File: config.mk
export PLATFORM = sky130hd
export DESIGN_NAME = conv_encoder
export DESIGN_NICKNAME = d
export VERILOG_FILES = /design/src/rtl/conv_encoder.sv
export SDC_FILE = /design/constraint.sdc
export NUM_CORES = 1
export LEC_CHECK = 0
export BUFFER_PORTS_ARGS = -buffer_cell sky130_fd_sc_hd__buf_2
export CAP_MARGIN = 20
export CORE_MARGIN = 5
export CORE_UTILIZATION = 53
export CTS_BUF_LIST = sky130_fd_sc_hd__clkbuf_4 sky130_fd_sc_hd__clkbuf_8 sky130_fd_sc_hd__clkbuf_16
export DETAILED_ROUTE_END_ITERATION = 12
export GPL_ROUTABILITY_DRIVEN = 0
export PLACE_DENSITY_LB_ADDON = 0.3
export SLEW_MARGIN = 20
export SYNTH_ARGS = -nofsm -noshare
export SYNTH_HDL_FRONTEND = slang
export SYNTH_SLANG_ARGS = --single-unit
File: constraint.sdc
create_clock -name clock -period 1.8 [get_ports clock]
set_input_delay 0 -clock clock [delete_from_list [all_inputs] [get_ports clock]]
set_output_delay 0 -clock clock [all_outputs]
set_load 0.01 [all_outputs]
File: src/rtl/conv_encoder.sv
// Rate-1/2, K=4 convolutional encoder (g0=1011, g1=1111) with framed input and registered output.
// Define TAIL_FLUSH_EN to append three zero-input tail symbols that return the register to zero.
module conv_encoder #(
  parameter int unsigned FRAME_LEN = 16
) (
  input  logic       clock,
  input  logic       reset,
  input  logic       Dx,
  input  logic       den,
  output logic       in_rdy,
  output logic [1:0] Rx,
  output logic       oen,
  output logic       seqrdy,
  output logic       frame_done
);

  typedef enum logic [1:0] {StIdle, StEnc, StTail} state_e;

  localparam logic [7:0] LastCnt = 8'(FRAME_LEN - 1);
`ifdef TAIL_FLUSH_EN
  localparam state_e DoneState = StTail;
`else
  localparam state_e DoneState = StIdle;
`endif

  state_e     state_q, state_d;
  logic [2:0] s_q, s_d;
  logic [7:0] cnt_q, cnt_d;
  logic [1:0] tail_q, tail_d;
  logic [1:0] rx_q, rx_d;
  logic       oen_q, oen_d;
  logic       seq_q, seq_d;
  logic       done_q, done_d;
  logic       accept;
  logic       last_bit;

  function automatic logic [1:0] symbol(input logic d, input logic [2:0] s);
    return {d ^ s[1] ^ s[2], d ^ s[0] ^ s[1] ^ s[2]};
  endfunction

  // State register
  always_ff @(posedge clock or posedge reset) begin
    if (reset) begin
      state_q <= StIdle;
    end else begin
      state_q <= state_d;
    end
  end

  // Next-state logic
  always_comb begin
    state_d = state_q;
    unique case (state_q)
      StIdle, StEnc: begin
        if (accept) begin
          state_d = last_bit ? DoneState : StEnc;
        end
      end
      StTail: begin
        if (tail_q == 2'd2) begin
          state_d = StIdle;
        end
      end
      default: state_d = StIdle;
    endcase
  end

  // Output logic; in_rdy is gated by reset so it reads 0 while reset is held
  always_comb begin
    in_rdy     = ~reset & (state_q != StTail);
    Rx         = rx_q;
    oen        = oen_q;
    seqrdy     = seq_q;
    frame_done = done_q;
  end

  assign accept   = den & in_rdy;
  assign last_bit = (cnt_q == LastCnt);

  // Datapath next-state: shift register, bit counter, tail counter, registered symbol
  always_comb begin
    s_d    = s_q;
    cnt_d  = cnt_q;
    tail_d = tail_q;
    rx_d   = 2'b00;
    oen_d  = 1'b0;
    seq_d  = 1'b0;
    done_d = 1'b0;
    if (accept) begin
      rx_d  = symbol(Dx, s_q);
      oen_d = 1'b1;
      seq_d = (state_q == StIdle);
      s_d   = {s_q[1:0], Dx};
      if (last_bit) begin
        cnt_d = 8'd0;
`ifndef TAIL_FLUSH_EN
        s_d    = 3'b000;
        done_d = 1'b1;
`endif
      end else begin
        cnt_d = cnt_q + 8'd1;
      end
    end else if (state_q == StTail) begin
      rx_d  = symbol(1'b0, s_q);
      oen_d = 1'b1;
      s_d   = {s_q[1:0], 1'b0};
      if (tail_q == 2'd2) begin
        tail_d = 2'd0;
        done_d = 1'b1;
      end else begin
        tail_d = tail_q + 2'd1;
      end
    end
  end

  always_ff @(posedge clock or posedge reset) begin
    if (reset) begin
      s_q    <= 3'b000;
      cnt_q  <= 8'd0;
      tail_q <= 2'd0;
      rx_q   <= 2'b00;
      oen_q  <= 1'b0;
      seq_q  <= 1'b0;
      done_q <= 1'b0;
    end else begin
      s_q    <= s_d;
      cnt_q  <= cnt_d;
      tail_q <= tail_d;
      rx_q   <= rx_d;
      oen_q  <= oen_d;
      seq_q  <= seq_d;
      done_q <= done_d;
    end
  end

endmodule

# --- Word-level counts from Yosys, hierarchy flattened ---
# Index checks and enable logic that the tools add are counted.
op_classes:
  addsub: 2
  n_mul: 0
  n_div: 0
  n_lt_le_gt_ge: 0
  n_eq_ne: 7
  shifts: 0
  muxes: 18
  bitwise: 12
  reduce_logical: 5
op_table:
  columns: ["op", "n"]
  rows:
  - ["$mux 2", 5]
  - ["$mux 3", 3]
  - ["$add 8x1->8 const B", 1]
  - ["$eq 8x4->1 const B", 1]
  - ["$mux 1", 8]
  - ["$mux 8", 1]
  - ["$xor 1x1->1", 8]
  - ["$eq 2x2->1 const B", 2]
  - ["$ne 2x2->1 const B", 2]
  - ["$pmux 2 s2", 1]
  - ["$reduce_and 2->1", 2]
  - ["$add 2x1->2 const B", 1]
  - ["$and 1x1->1", 2]
  - ["$eq 2x1->1 const B", 1]
  - ["$logic_not 2->1", 1]
  - ["$ne 2x1->1 const B", 1]
  - ["$not 1->1", 2]
  - ["$reduce_bool 2->1", 1]
  - ["$reduce_or 2->1", 1]
totals:
  reg_bits: 20
  latch_bits: 0
  ramBits: 0
  romBits: 0
  input_bits: 4
  out_inout_bits: 6
  elab_cells: 52
  mem_count: 0

# --- Depth between registers and ports, before layout ---
depth:
  depth_word: 5
  mapped_depth: 5
  mapped_depth_nobuf: 4

# --- Least setup slack after synthesis ---
# No wires, ideal clock.
synth_timing:
  path_kind: "reg2reg"
  startpoint: "reg cnt_q[6]"
  endpoint: "reg cnt_q[3]"
  setup_time_ps: 128
  arrival_ps: 1180
  t_required_ps: 1672
  slack_ps: 492
  path_stages_with_launch: 4
  n_path_buf: 0
  synth_period_minus_slack_ps: 1308
  path_cell_list: "dfrtp_1 -> or4_4 -> o211ai_2 -> nand3_1"
synth_between:
  elab_chain_len: 2
synth_lines:
  columns: ["element", "line_no", "rtl"]
  rows:
  - ["from (decl)", "28", "logic [7:0] cnt_q, cnt_d;"]
  - ["from (signal assigned)", "127", "cnt_q <= cnt_d;"]
  - ["$eq 8x4->1", "78", "assign last_bit = (cnt_q == LastCnt);"]
  - ["$mux 8", "94", "if (last_bit) begin"]
# No other way between the ends.
# A chain may end at the register's enable or synchronous reset.

# --- Worst setup path in the final report ---
layout_timing:
  startpoint: "reg cnt_q[0]"
  endpoint: "reg cnt_q[4]"
layout_between:
  elab_chain_len: 2
  elab_cells_between_ends: 3
  classes_between: "add/sub: 1; eq/ne: 1; mux: 1"
layout_lines:
  columns: ["element", "line_no"]
  rows:
  - ["$add 8x1->8 or $eq 8x4->1 (tied branches)", "101, 78"]
  - ["$mux 8 (*)", "94"]
# Every way passes the cells marked *; elsewhere a longest branch is shown, timed or not.

==> impl_metrics.ini <==
[worst_setup_path]
cp_cell_sequence = ha_1 > nand3_2 > or4_1 > nand2_1
worstPathBufferInverterCount = 0
end_kind = register
critPathLaunchType = register
timing_worst_setup_path_type = register to register
critical_path_required_ps = 2030
crit_family = simple AND/OR/NAND/NOR gates
worstPathArrival_ps = 1660
path_max_fanout = 6
slowest_delay_ps = 500
slowest_stage = or4_1

[sta]
timing.final.hold_violations = 0
rsz0062_at_grt = no
tns_ps = 0
relSlewSlack = 0.721
tightestPinTransition_ps = 419
setup_viol = 0
max_freq_mhz = 699
post-route-period-util = 0.795
fin_skew_ps = 11.0
fin_crit_ps = 1430
finalMaxSlewViolations = 0

[floorplanning]
io_pins = 10
die_area_um2 = 2270
die_height_um = 47.6
start_util = 0.570
fp.dieW_um = 47.6
core_area_um2 = 1320
fp-row-count = 13

[detailed_routing]
drt-vias-per-instance = 5.51
totalWireLength_um = 1320
route.vias.total = 562
dr.pass1.iters = 4
drt_iter0_drc = 13
wl_per_cell_um = 12.9
antenna_left = 0
drc = 0

[final_layout]
fin_area_um2 = 868
fin_nets = 93
utilization = 0.659
layout-drive-gt1-share = 0.230
num_antenna_cells = 0
area_growth_pct = 15.7

[power]
leakagePower_uw = 0.000433
finalPower_uw = 1040
cellPowerDensity_nw_per_um2 = 1200
ir_drop_mv = 0.628

[logic_synthesis]
synth_top_area_share = 0.567
synth_cell_types = 22
yosysTopAreaCell = dfrtp_1
ys_seq_elements = 17
synthCells = 72
synth_area_per_cell_um2 = 10.4
ys_seq_area_frac = 0.567
synth.net_count = 77
synth_area_um2 = 751
yosys_warnings = 0
ys_top_cells_by_area = dfrtp_1 57%, nand2_1 7.0%, xor2_1 4.7%

[clock_network]
cts_max_level = 1
clockBufferDepth = 2
cts_made_buffers = 3
worstSkewPairLatency_ps = 300
root_buffer = clkbuf_4
cts_sinks = 17
cts_tree = done
path_clk_slew_ps = 100

[placed_design]
numPortBuffers = 9
hpwl_um = 952
postPlaceCellArea_um2 = 821

[global_routing]
grt_pass1_wl_um = 2230
track_usage = 0.149
grt_max_degree = 19
grt_pass1_vias = 509
overflow = 0
antenna_found_initial = 0

[worst_hold_path]
hp-class = input pin to register

[run]
maxCapViolCount = 0

[run_status]
status = finished, final reports clean
path summary, 6_finish.rpt:
check	cells after the start	slack [ps]	to	startpoint
worst min-delay path	3	200	seqrdy$_DFF_PP0_	den
worst max-delay path	4	370	cnt_q[4]$_DFFE_PP0P_	cnt_q[0]$_DFFE_PP0P_
worst min register to register	1	440	seqrdy$_DFF_PP0_	state_q[0]$_DFFE_PP0P_
worst max register to register	4	370	cnt_q[4]$_DFFE_PP0P_	cnt_q[0]$_DFFE_PP0P_
min in group asynchronous	4	250	cnt_q[0]$_DFFE_PP0P_	reset
max in group asynchronous	4	1360	frame_done$_DFF_PP0_	reset
synth_stat cells:
cell and n:
nor2_4 1, inv_1 5, nor2_1 4, nand3_2 1, or4_4 1, nand3_1 2
o211ai_2 1, o21ai_1 1, xor2_1 4, buf_1 1, xnor3_1 1, nor3_1 5
xnor2_1 1, buf_2 1, dfrtp_1 17, ha_1 1, nand4_1 1, o21ai_0 6
nand2_1 14, o21ai_2 1, nand2b_1 1, or4_1 2
tightest hold or removal path, stage by stage:
cell	delay, ps
buf_2	80
nand2b_1	230
nor2_1	160
cells in the final DEF (no fill, tap or decap), types with 3 or more instances in the layout:
| master | synthesis | layout |
|---|---|---|
| nor3_1 | 5 | 5 |
| dfrtp_1 | 17 | 17 |
| nand2_1 | 14 | 14 |
| buf_2 | 1 | 9 |
| clkbuf_4 | 0 | 3 |
| xor2_1 | 4 | 4 |
| inv_1 | 5 | 5 |
| nor2_1 | 4 | 4 |
| o21ai_0 | 6 | 6 |
sequential cells by signal (all words and copies together), names as in the netlist:
register	cells
s_q	3
seqrdy	1
cnt_q	8
frame_done	1
oen	1
state_q	1
Rx	2
cell families (layout without fill, tap and decap cells):
logic type / after synthesis / in the layout / synth area share
and+or+nand+nor: 32 / 32 / 0.217
xor gates and xnor gates: 6 / 6 / 0.0883
adders and majority gates: 1 / 1 / 0.0167
AOI/OAI and AO/OA: 9 / 9 / 0.0750
DFF: 17 / 17 / 0.567
buffers and inverters: 7 / 22 / 0.0367
metal layers:
| layer | vias up | global-route usage | part of all wire |
|---|---|---|---|
| li1 | 271 | - | - |
| met1 | 268 | 0.197 | 0.41 |
| met2 | 21 | 0.219 | 0.51 |
| met3 | 2 | 0.0338 | 0.067 |
| met4 | 0 | 0.0968 | 0.014 |
| met5 | - | 0 | 0 |
stage by stage:
| stage | hold slack, ps | setup WS, ps | instances |
|---|---|---|---|
| 5_1_grt | 252 | 277 | 102 |
| 3_3_place_gp | 24.2 | 409 | 96 |
| 6_report | 204 | 370 | 102 |
| 3_5_place_dp | 32.0 | 400 | 96 |
| 4_1_cts | 200 | 373 | 102 |
| 2_1_floorplan | -39.3 | 492 | 72 |
where the power goes:
part           internal [uW]  switching, uW
combinational            127            149
sequential               470           96.0
clock                   82.8            120
what timing repair did:
item / 4_1_cts / 5_1_grt
hold buffers: 2 / 0
endpoints found under the hold margin: 18 / 0
setup endpoints to repair: 0 / 0
resized for setup: 0 / 0
setup buffers: 0 / 0
layout make-up:
class / count / area, um^2
Inverter: 5 / 18.8
Tap cell: 15 / 18.8
Clock inverter: 1 / 5.00
Sequential cell: 17 / 425
Fill cell: 105 / 449
Multi-Input combinational cell: 48 / 298
Timing Repair Buffer: 13 / 80.1
Clock buffer: 3 / 22.5
(Power assumes the default switching activity.)
